[config.mk]
export PLATFORM = sky130hd
export DESIGN_NAME = player_cmd_arbiter_flat
export DESIGN_NICKNAME = d
export VERILOG_FILES = /design/src/rtl/player_cmd_if.sv /design/src/rtl/player_cmd_arbiter.sv /design/src/flat_wrapper.sv
export SDC_FILE = /design/constraint.sdc
export NUM_CORES = 1
export LEC_CHECK = 0
export CAP_MARGIN = 20
export CORE_ASPECT_RATIO = 2
export CORE_MARGIN = 10
export CORE_UTILIZATION = 45
export CTS_CLUSTER_DIAMETER = 30
export CTS_CLUSTER_SIZE = 30
export DETAILED_ROUTE_END_ITERATION = 10
export PLACE_DENSITY = 0.7
export SLEW_MARGIN = 40
export SYNTH_ARGS = -nofsm -noshare
export SYNTH_HDL_FRONTEND = slang
export SYNTH_SLANG_ARGS = --single-unit
[constraint.sdc]
create_clock -name clk -period 3.35 [get_ports clk]
set_input_delay 0.5025 -clock clk [delete_from_list [all_inputs] [get_ports clk]]
set_output_delay 0.5025 -clock clk [all_outputs]
set_load 0.005 [all_outputs]
[src/rtl/player_cmd_if.sv]
// Request/status bundle between the command sources (UART, buttons, song-end detect)
// and the player control arbiter.
interface player_cmd_if;
  logic        fin_song;
  logic [4:0]  btn_req;
  logic        bt_valid;
  logic [7:0]  bt_cmd;
  logic [2:0]  song_sel;
  logic        pause;
  logic [3:0]  vol_level;
  logic [15:0] o_vol;
  logic [15:0] effect;
  logic        next_pulse;
  logic        pre_pulse;
  logic        vp_pulse;
  logic        vd_pulse;
  logic        busy;
  logic        cmd_drop;

  modport master (
    output fin_song, btn_req, bt_valid, bt_cmd,
    input  song_sel, pause, vol_level, o_vol, effect,
    input  next_pulse, pre_pulse, vp_pulse, vd_pulse, busy, cmd_drop
  );

  modport slave (
    input  fin_song, btn_req, bt_valid, bt_cmd,
    output song_sel, pause, vol_level, o_vol, effect,
    output next_pulse, pre_pulse, vp_pulse, vd_pulse, busy, cmd_drop
  );
endinterface

[src/rtl/player_cmd_arbiter.sv]
// Sole writer of the MP3 player control state. Auto-advance, button and bluetooth
// requests wait in one-deep slots and are applied one at a time, with a hold-off after track/volume changes.
module player_cmd_arbiter #(
  parameter int SONG_NUM = 4,
  parameter int VOL_MAX  = 8,
  parameter int HOLDOFF  = 50000000
) (
  input logic         clk,
  input logic         rst_n,
  player_cmd_if.slave bus
);
  localparam int                 CNT_W     = (HOLDOFF > 1) ? $clog2(HOLDOFF) : 1;
  localparam logic [2:0]         SONG_LAST = 3'(SONG_NUM - 1);
  localparam logic [3:0]         VOL_TOP   = 4'(VOL_MAX);
  localparam logic [CNT_W-1:0]   CNT_LAST  = CNT_W'(HOLDOFF - 1);

  typedef enum logic [2:0] {
    C_PAUSE = 3'd0, C_NEXT = 3'd1, C_PRE = 3'd2, C_VP = 3'd3,
    C_VD = 3'd4, C_EFF0 = 3'd5, C_EFF1 = 3'd6, C_EFF2 = 3'd7
  } cmd_e;

  typedef enum logic [1:0] {IDLE = 2'd0, EXEC = 2'd1, HOLD = 2'd2} state_e;

  // Bit 3 flags a code that exists in the bluetooth command table.
  function automatic logic [3:0] bt_decode(input logic [7:0] code);
    case (code)
      8'h01:   bt_decode = {1'b1, C_PAUSE};
      8'h02:   bt_decode = {1'b1, C_NEXT};
      8'h03:   bt_decode = {1'b1, C_PRE};
      8'h04:   bt_decode = {1'b1, C_VP};
      8'h05:   bt_decode = {1'b1, C_VD};
      8'h40:   bt_decode = {1'b1, C_EFF0};
      8'h41:   bt_decode = {1'b1, C_EFF1};
      8'h42:   bt_decode = {1'b1, C_EFF2};
      default: bt_decode = 4'd0;
    endcase
  endfunction

  function automatic logic [7:0] vol_byte(input logic [3:0] lvl);
    if (lvl == VOL_TOP) vol_byte = 8'hFC;
    else                vol_byte = {4'd0, lvl} * 8'd14;
  endfunction

  state_e           state_r;
  logic [CNT_W-1:0] cnt_r;
  cmd_e             cmd_r, btn_slot_r, bt_slot_r, btn_cmd_s;
  logic             fin_exec_r, fin_full_r, btn_full_r, bt_full_r;
  logic [2:0]       song_r;
  logic             pause_r, busy_r, drop_r;
  logic [3:0]       vol_r;
  logic [15:0]      o_vol_r, effect_r;
  logic             next_r, pre_r, vp_r, vd_r;

  logic       btn_any_s, btn_multi_s, bt_ok_s, drop_s, hold_cmd_s;
  logic       fin_take_s, btn_take_s, bt_take_s, gnt_fin_s, gnt_btn_s, gnt_bt_s;
  logic [3:0] bt_dec_s, vol_up_s, vol_dn_s;
  logic [2:0] song_inc_s, song_dec_s;

  // Lowest set button bit selects the button command.
  always_comb begin
    btn_cmd_s = C_PAUSE;
    if (bus.btn_req[0])      btn_cmd_s = C_PAUSE;
    else if (bus.btn_req[1]) btn_cmd_s = C_NEXT;
    else if (bus.btn_req[2]) btn_cmd_s = C_PRE;
    else if (bus.btn_req[3]) btn_cmd_s = C_VP;
    else                     btn_cmd_s = C_VD;
  end

  assign btn_any_s   = |bus.btn_req;
  assign btn_multi_s = (bus.btn_req & (bus.btn_req - 5'd1)) != 5'd0;
  assign bt_dec_s    = bt_decode(bus.bt_cmd);
  assign bt_ok_s     = bt_dec_s[3];
  assign fin_take_s  = bus.fin_song & ~fin_full_r;
  assign btn_take_s  = btn_any_s & ~btn_full_r;
  assign bt_take_s   = bus.bt_valid & bt_ok_s & ~bt_full_r;
  assign drop_s      = (bus.fin_song & fin_full_r) | (btn_any_s & (btn_full_r | btn_multi_s)) |
                       (bus.bt_valid & (~bt_ok_s | bt_full_r));
  assign gnt_fin_s   = (state_r == IDLE) & fin_full_r;
  assign gnt_btn_s   = (state_r == IDLE) & ~fin_full_r & btn_full_r;
  assign gnt_bt_s    = (state_r == IDLE) & ~fin_full_r & ~btn_full_r & bt_full_r;
  assign vol_up_s    = (vol_r == 4'd0) ? 4'd0 : vol_r - 4'd1;
  assign vol_dn_s    = (vol_r >= VOL_TOP) ? VOL_TOP : vol_r + 4'd1;
  assign song_inc_s  = (song_r == SONG_LAST) ? 3'd0 : song_r + 3'd1;
  assign song_dec_s  = (song_r == 3'd0) ? SONG_LAST : song_r - 3'd1;
  assign hold_cmd_s  = (cmd_r == C_NEXT) | (cmd_r == C_PRE) | (cmd_r == C_VP) | (cmd_r == C_VD);

  // Pending slots: a capture only happens into an empty slot, a grant only empties a full one.
  always_ff @(posedge clk or negedge rst_n) begin
    if (!rst_n) begin
      fin_full_r <= 1'b0;
      btn_full_r <= 1'b0;
      bt_full_r  <= 1'b0;
      btn_slot_r <= C_PAUSE;
      bt_slot_r  <= C_PAUSE;
      drop_r     <= 1'b0;
    end else begin
      if (fin_take_s)     fin_full_r <= 1'b1;
      else if (gnt_fin_s) fin_full_r <= 1'b0;
      if (btn_take_s) begin
        btn_full_r <= 1'b1;
        btn_slot_r <= btn_cmd_s;
      end else if (gnt_btn_s) begin
        btn_full_r <= 1'b0;
      end
      if (bt_take_s) begin
        bt_full_r <= 1'b1;
        bt_slot_r <= cmd_e'(bt_dec_s[2:0]);
      end else if (gnt_bt_s) begin
        bt_full_r <= 1'b0;
      end
      drop_r <= drop_s;
    end
  end

  // Grant / execute / hold-off sequencer and all player state outputs.
  always_ff @(posedge clk or negedge rst_n) begin
    if (!rst_n) begin
      state_r    <= IDLE;
      cnt_r      <= '0;
      cmd_r      <= C_PAUSE;
      fin_exec_r <= 1'b0;
      song_r     <= 3'd0;
      pause_r    <= 1'b1;
      vol_r      <= 4'd0;
      o_vol_r    <= 16'd0;
      effect_r   <= 16'd0;
      busy_r     <= 1'b0;
      next_r     <= 1'b0;
      pre_r      <= 1'b0;
      vp_r       <= 1'b0;
      vd_r       <= 1'b0;
    end else begin
      next_r <= 1'b0;
      pre_r  <= 1'b0;
      vp_r   <= 1'b0;
      vd_r   <= 1'b0;
      case (state_r)
        IDLE: begin
          if (fin_full_r | btn_full_r | bt_full_r) begin
            state_r    <= EXEC;
            busy_r     <= 1'b1;
            fin_exec_r <= fin_full_r;
            cmd_r      <= fin_full_r ? C_NEXT : (btn_full_r ? btn_slot_r : bt_slot_r);
          end
        end
        EXEC: begin
          case (cmd_r)
            C_PAUSE: pause_r <= ~pause_r;
            C_NEXT: begin
              song_r <= song_inc_s;
              next_r <= ~fin_exec_r;
            end
            C_PRE: begin
              song_r <= song_dec_s;
              pre_r  <= 1'b1;
            end
            C_VP: begin
              vol_r   <= vol_up_s;
              o_vol_r <= {vol_byte(vol_up_s), vol_byte(vol_up_s)};
              vp_r    <= 1'b1;
            end
            C_VD: begin
              vol_r   <= vol_dn_s;
              o_vol_r <= {vol_byte(vol_dn_s), vol_byte(vol_dn_s)};
              vd_r    <= 1'b1;
            end
            C_EFF0:  effect_r <= 16'h0000;
            C_EFF1:  effect_r <= 16'h0707;
            C_EFF2:  effect_r <= 16'hF0F0;
            default: effect_r <= effect_r;
          endcase
          cnt_r   <= '0;
          state_r <= hold_cmd_s ? HOLD : IDLE;
          busy_r  <= hold_cmd_s;
        end
        HOLD: begin
          if (cnt_r == CNT_LAST) begin
            state_r <= IDLE;
            cnt_r   <= '0;
            busy_r  <= 1'b0;
          end else begin
            cnt_r <= cnt_r + CNT_W'(1);
          end
        end
        default: begin
          state_r <= IDLE;
          busy_r  <= 1'b0;
        end
      endcase
    end
  end

  assign bus.song_sel   = song_r;
  assign bus.pause      = pause_r;
  assign bus.vol_level  = vol_r;
  assign bus.o_vol      = o_vol_r;
  assign bus.effect     = effect_r;
  assign bus.next_pulse = next_r;
  assign bus.pre_pulse  = pre_r;
  assign bus.vp_pulse   = vp_r;
  assign bus.vd_pulse   = vd_r;
  assign bus.busy       = busy_r;
  assign bus.cmd_drop   = drop_r;
endmodule
[src/flat_wrapper.sv]
// flat-port wrapper written by rule: the top's interface ports become plain ports
module player_cmd_arbiter_flat 
#(
  parameter int SONG_NUM = 4,
  parameter int VOL_MAX  = 8,
  parameter int HOLDOFF  = 50000000
)
  (clk, rst_n, bus_fin_song, bus_btn_req, bus_bt_valid, bus_bt_cmd, bus_song_sel, bus_pause, bus_vol_level, bus_o_vol, bus_effect, bus_next_pulse, bus_pre_pulse, bus_vp_pulse, bus_vd_pulse, bus_busy, bus_cmd_drop);
  player_cmd_if bus_i ();
  input logic clk;
  input logic rst_n;
  input wire logic [$bits(bus_i.fin_song)-1:0] bus_fin_song;
  input wire logic [$bits(bus_i.btn_req)-1:0] bus_btn_req;
  input wire logic [$bits(bus_i.bt_valid)-1:0] bus_bt_valid;
  input wire logic [$bits(bus_i.bt_cmd)-1:0] bus_bt_cmd;
  output wire logic [$bits(bus_i.song_sel)-1:0] bus_song_sel;
  output wire logic [$bits(bus_i.pause)-1:0] bus_pause;
  output wire logic [$bits(bus_i.vol_level)-1:0] bus_vol_level;
  output wire logic [$bits(bus_i.o_vol)-1:0] bus_o_vol;
  output wire logic [$bits(bus_i.effect)-1:0] bus_effect;
  output wire logic [$bits(bus_i.next_pulse)-1:0] bus_next_pulse;
  output wire logic [$bits(bus_i.pre_pulse)-1:0] bus_pre_pulse;
  output wire logic [$bits(bus_i.vp_pulse)-1:0] bus_vp_pulse;
  output wire logic [$bits(bus_i.vd_pulse)-1:0] bus_vd_pulse;
  output wire logic [$bits(bus_i.busy)-1:0] bus_busy;
  output wire logic [$bits(bus_i.cmd_drop)-1:0] bus_cmd_drop;
  assign bus_i.fin_song = bus_fin_song;
  assign bus_i.btn_req = bus_btn_req;
  assign bus_i.bt_valid = bus_bt_valid;
  assign bus_i.bt_cmd = bus_bt_cmd;
  assign bus_song_sel = bus_i.song_sel;
  assign bus_pause = bus_i.pause;
  assign bus_vol_level = bus_i.vol_level;
  assign bus_o_vol = bus_i.o_vol;
  assign bus_effect = bus_i.effect;
  assign bus_next_pulse = bus_i.next_pulse;
  assign bus_pre_pulse = bus_i.pre_pulse;
  assign bus_vp_pulse = bus_i.vp_pulse;
  assign bus_vd_pulse = bus_i.vd_pulse;
  assign bus_busy = bus_i.busy;
  assign bus_cmd_drop = bus_i.cmd_drop;
  player_cmd_arbiter #(.SONG_NUM(SONG_NUM), .VOL_MAX(VOL_MAX), .HOLDOFF(HOLDOFF)) u_core (.clk(clk), .rst_n(rst_n), .bus(bus_i));
endmodule
==> metrics, run 1 <==
setup violators final=0; Hold Crit Class=in -> async; antenna violations before repair=0; mean area per synthesized cell=9.21 µm²; Seq/Total Area, Yosys=39.0%; Worst Path Max Fanout=9; EDFF count, synth=0; HPWL Detailed=7.64 mm; clock slew at reported path FFs=0.05 ns; setup_tns=0 ns; Stages on worst setup path=13; Starting Density=46.4%; Fmax=334 MHz; Ports=63; die width=87.0 µm; Final Hold Fails=0; CP Capture Type=flop; status=complete, no violations; DIE AREA=13400 µm²; wire per inst=16.3 µm; PD cells=355 nW/µm²; CTS tree=done; library cells used by synthesis=52; Crit Path Class=reg -> reg; WP buf/inv=3; Num CTS Buffers=9; Via density=5.57; clock root buffer=clkbuf_16; diode count=0; Core Area=8710 µm²; required time of the critical path=3.59 ns; Routed Antenna Nets=0; final period utilization=89.4%; fin cells=585; Most Frequent Cell on Critical Path=inv_1; crit path cell chain=inv_1, ha_1, nand2b_1, a21oi_1, inv_1, fa_1, ha_1, inv_1, fa_1, nor2b_1, o21a_1, nor3_1, o31ai_1; maximum buffer depth of the clock tree=2; Placed Cells=570; max cap viols=0; highest-count cells in the layout ignoring fill and taps=61 x dfrtp_1, 57 x clkdlybuf4s50_1, 46 x nor2_1, 37 x nand2_1, 27 x inv_1; row count=48; R2R depth=13; CTS Sinks=63; total grt overflow=0; drt pass-1 iters=4; Max stage delay cell, worst path=fa_1; Top delay family on crit path=adder cells; final worst slack=0.354 ns; vias in the first global route=3433; P_leak=2.21 nW; gr usage total=15.2%; fraction of layout cells with a size suffix above 1=7.22%; Syn Std Cell Area=4040 µm²; DRC=0; VDD IR max=250 µV; Slew Viols, Final=0; clock latency on the worst-skew pair=0.33 ns; arrival time worst endpoint=3.23 ns; Final Core Density=55.7%; commonest non-fill, non-tap cell in the layout=dfrtp_1; Yosys Warn Count=0; CP Launch Type=flop; H-tree depth=3; Top FF cell, synth=dfrtp_1; Post-Synthesis Cells=439; initial DRC count=115; aggregate routed wire length=9.56 mm; largest stage delay on the critical path=0.56 ns; final worst path period need=3.00 ns; Nets=530; first-pass GRT wire length=16.3 mm; Async S/R FF share, synth=100%; Layout area overhead=19.9%; Setup Fix Bufs, Post-CTS=0; Port Buffers=58; clock skew=0.00417 ns; RSZ-0062 raised after global routing=no; Post-CTS Hold Buffers=0; Placer Congestion=0.838; die height=154 µm; dpl ws=0.281 ns; Least-Margin Pin Slew=0.787 ns; Slew Limit Headroom=47.0%; post-synthesis register bit count=63; Via Count=3259; pin count of the biggest net entering global routing=33
synth_stat cells, drive strengths merged (4+ instances only):
cell type,number,area share (%)
mux2i,5,1.2
nor3,14,1.7
o31ai,5,0.93
fa,8,4.0
a21o,6,1.1
dfrtp,62,38
a211oi,4,0.74
ha,24,7.4
nor2,48,5.0
o21ai,26,3.3
nand3,13,1.6
mux2,4,1.1
buf,25,4.7
xnor2,7,1.5
inv,27,2.5
clkbuf,10,0.93
nor2b,5,0.77
xor2,18,3.9
nand2b,8,1.2
o22ai,7,1.1
a21oi,20,2.5
nand4,13,2.2
nand2,37,3.4
and3,4,0.62
nor4,4,0.62
cell families (layout without fill, tap and decap cells):
kind of cell | after synthesis | count (layout) | share of synthesized area [%]
DFF | 63 | 63 | 39.0
other | 1 | 4 | 0.0927
buffers and inverters | 62 | 105 | 8.17
AOI/OAI and AO/OA | 88 | 88 | 14.0
muxes | 9 | 9 | 2.35
xor gates and xnor gates | 25 | 25 | 5.41
adders and majority gates | 33 | 33 | 11.6
and+or+nand+nor | 158 | 158 | 19.4
final timing paths:
| path | from | to | slack [ns] |
|---|---|---|---|
| worst max register to register | u_core.bus.vol_level[0]$_DFFE_PN0P_ | u_core.bus.o_vol[7]$_DFFE_PN0P_ | 0.35 |
| worst min-delay path | rst_n | u_core.cnt_r[16]$_DFFE_PN0P_ | 0.11 |
| worst max-delay path | u_core.bus.vol_level[0]$_DFFE_PN0P_ | u_core.bus.o_vol[7]$_DFFE_PN0P_ | 0.35 |
| max in group asynchronous | rst_n | u_core.cnt_r[3]$_DFFE_PN0P_ | 2.65 |
| worst min register to register | u_core.fin_exec_r$_DFFE_PN0P_ | u_core.bus.next_pulse$_DFF_PN0_ | 0.48 |
| min in group clk | u_core.fin_exec_r$_DFFE_PN0P_ | u_core.bus.next_pulse$_DFF_PN0_ | 0.48 |
state kept, by name (all words and copies together), names as in the netlist:
name	cells
u_core.fin_full_r	1
u_core.cnt_r	26
u_core.btn_full_r	1
u_core.bt_slot_r	3
u_core.bus.song_sel	3
u_core.bus.vp_pulse	1
u_core.fin_exec_r	1
u_core.bus.vd_pulse	1
u_core.bus.next_pulse	1
u_core.btn_slot_r	3
u_core.bus.effect	2
u_core.bt_full_r	1
u_core.bus.o_vol	6
u_core.bus.vol_level	4
u_core.bus.busy	1
u_core.bus.pause	1
u_core.bus.pre_pulse	1
u_core.bus.cmd_drop	1
u_core.state_r	2
u_core.cmd_r	3
layer usage:
metal	up-vias	wire [µm]	GRT usage [%]
met5	-	0	0
met4	0	342	8.38
li1	1576	-	-
met1	1599	3290	14.4
met2	64	5560	28.0
met3	20	369	3.81
power by group:
group | internal, W | total, W | switching (W)
registers | 0.000764 | 0.000767 | 0.00000277
logic | 0.0000256 | 0.0000607 | 0.0000351
clock network | 0.000566 | 0.000892 | 0.000327
final cells by class:
type,count,area (µm²)
inverter,27,101
clock buffer,10,229
sequential,63,1580
clock inverter,5,50.0
timing repair buffer,63,616
fill,779,3860
tap,100,125
multi-input combinational,317,2150
repair_timing:
item | 4_1_cts | 5_1_grt
hold endpoints to repair | 0 | 0
setup endpoints to repair | 0 | 1
resized for setup | 0 | 1
metrics by stage:
| stage | hold WS, ns | power (W) | cell area (µm²) |
|---|---|---|---|
| after global placement | 0.486 | 0.000840 | 4560 |
| after global routing | 0.144 | 0.00177 | 4850 |
| after detailed placement | 0.488 | 0.000842 | 4560 |
| after CTS | 0.248 | 0.00173 | 4840 |
| after floorplan | 0.207 | 0.000801 | 4060 |
| final | 0.108 | 0.00172 | 4850 |
(Power assumes the default switching activity.)
==> inputs of run 2 (changes only) <==
CORE_MARGIN = 2   (was 10)
==> run 2 against run 1 <==
Net effect:
- sequential power about the same
- design area up 0.75%
- clock skew about the same
==> metrics, run 2 (synthesis results as in run 1) <==
Port Buffers=58; Placer Congestion=0.889; antenna violations before repair=0; H-tree depth=3; CP Launch Type=flop; Largest register FFs=26; clock skew=0.00415 ns; setup_tns=0 ns; vias in the first global route=3325; total grt overflow=0; gr usage total=20.1%; row count=49; P_leak=2.23 nW; Reg with most FFs=u_core.cnt_r; clock slew at reported path FFs=0.05 ns; post-CTS resize count=0; Worst Path Max Fanout=9; Layout area overhead=20.8%; Starting Density=45.5%; Slew Limit Headroom=50.1%; required time of the critical path=3.57 ns; maximum buffer depth of the clock tree=2; DRC=0; Via density=5.54; Final Hold Fails=0; VDD IR max=239 µV; crit path cell chain=ha_1, xnor2_1, nor2_1, fa_1, and2_1, fa_1, a21o_1, a211oi_1, o31ai_1; DIE AREA=9810 µm²; Fmax=333 MHz; Crit Path Class=reg -> reg; die width=71.0 µm; die height=138 µm; PD cells=365 nW/µm²; CP Capture Type=flop; placed cell area=4570 µm²; RSZ-0062 raised after global routing=no; Final Power=0.00178 W; HPWL Detailed=7.26 mm; Nets=530; wire per inst=15.8 µm; Routed Antenna Nets=0; Setup Fix Bufs, Post-CTS=0; drt pass-1 iters=4; final instance area=4880 µm²; aggregate routed wire length=9.29 mm; first-pass GRT wire length=15.5 mm; setup violators final=0; final worst path period need=3.01 ns; commonest non-fill, non-tap cell in the layout=dfrtp_1; R2R setup slack=0.34 ns; Top delay family on crit path=adder cells; Hold Crit Class=in -> async; initial DRC count=220; Via Count=3255; diode count=0; fraction of layout cells with a size suffix above 1=7.61%; final period utilization=89.8%; Least-Margin Pin Slew=0.741 ns; CTS tree=done; highest-count cells in the layout ignoring fill and taps=61 x dfrtp_1, 57 x clkdlybuf4s50_1, 46 x nor2_1, 37 x nand2_1, 27 x inv_1; pin count of the biggest net entering global routing=34; Max stage delay cell, worst path=fa_1; max cap viols=0; Post-CTS Hold Buffers=0; Slew Viols, Final=0; clock latency on the worst-skew pair=0.33 ns; status=complete, no violations; largest stage delay on the critical path=0.49 ns; CTS Sinks=63; WP buf/inv=0; clock root buffer=clkbuf_16; Most Frequent Cell on Critical Path=fa_1; arrival time worst endpoint=3.22 ns; Core Area=8890 µm²; Ports=63; Num CTS Buffers=9
[run 2: changes by cell type in the layout (fill, tap and decap cells not counted)]
cell,before,now
clkinv_2,4,2
clkbuf_8,0,3
buf_4,6,5
o31ai_1,5,4
o31ai_2,0,1
buf_2,0,1
[run 2: worst paths after layout]
| kind | startpoint | to | cells past startpoint |
|---|---|---|---|
| worst max-delay path | u_core.bus.vol_level[0]$_DFFE_PN0P_ | u_core.bus.o_vol[7]$_DFFE_PN0P_ | 9 |
| worst min-delay path | rst_n | u_core.cnt_r[16]$_DFFE_PN0P_ | 1 |
| worst max register to register | u_core.bus.vol_level[0]$_DFFE_PN0P_ | u_core.bus.o_vol[7]$_DFFE_PN0P_ | 9 |
| worst min register to register | u_core.fin_exec_r$_DFFE_PN0P_ | u_core.bus.next_pulse$_DFF_PN0_ | 1 |
| max in group asynchronous | rst_n | u_core.bus.pause$_DFFE_PN1P_ | 2 |
| min in group clk | u_core.fin_exec_r$_DFFE_PN0P_ | u_core.bus.next_pulse$_DFF_PN0_ | 1 |
[run 2: routing by layer]
metal	up-vias	share of wire (%)	track usage [%]
met5	-	0	0
met4	0	4.4	11.7
met3	31	2.3	2.33
met2	68	59	38.7
met1	1578	35	19.6
li1	1578	-	-
[run 2: cell type report]
class                      count  area, µm²
inverter                      27        101
clock buffer                  13        270
multi-input combinational    317       2150
timing repair buffer          63        613
sequential                    63       1580
tap                          102        128
fill                         807       4010
clock inverter                 3       40.0
[run 2: where the power goes]
part	total (W)	internal [W]	leakage, nW	switching (W)
clock	0.000956	0.000633	0.156	0.000323
combinational	0.0000599	0.0000252	1.27	0.0000346
sequential	0.000767	0.000764	0.799	0.00000292
[run 2: stage by stage]
stage	utilization (%)	setup WS [ns]	hold slack, ns	cells
final	54.9	0.343	0.0501	588
after global routing	54.9	0.101	0.0814	588
after CTS	54.9	0.288	0.0550	588
after detailed placement	51.4	0.280	0.412	572
after global placement	51.4	0.393	0.414	572
after floorplan	-	0.416	0.207	442
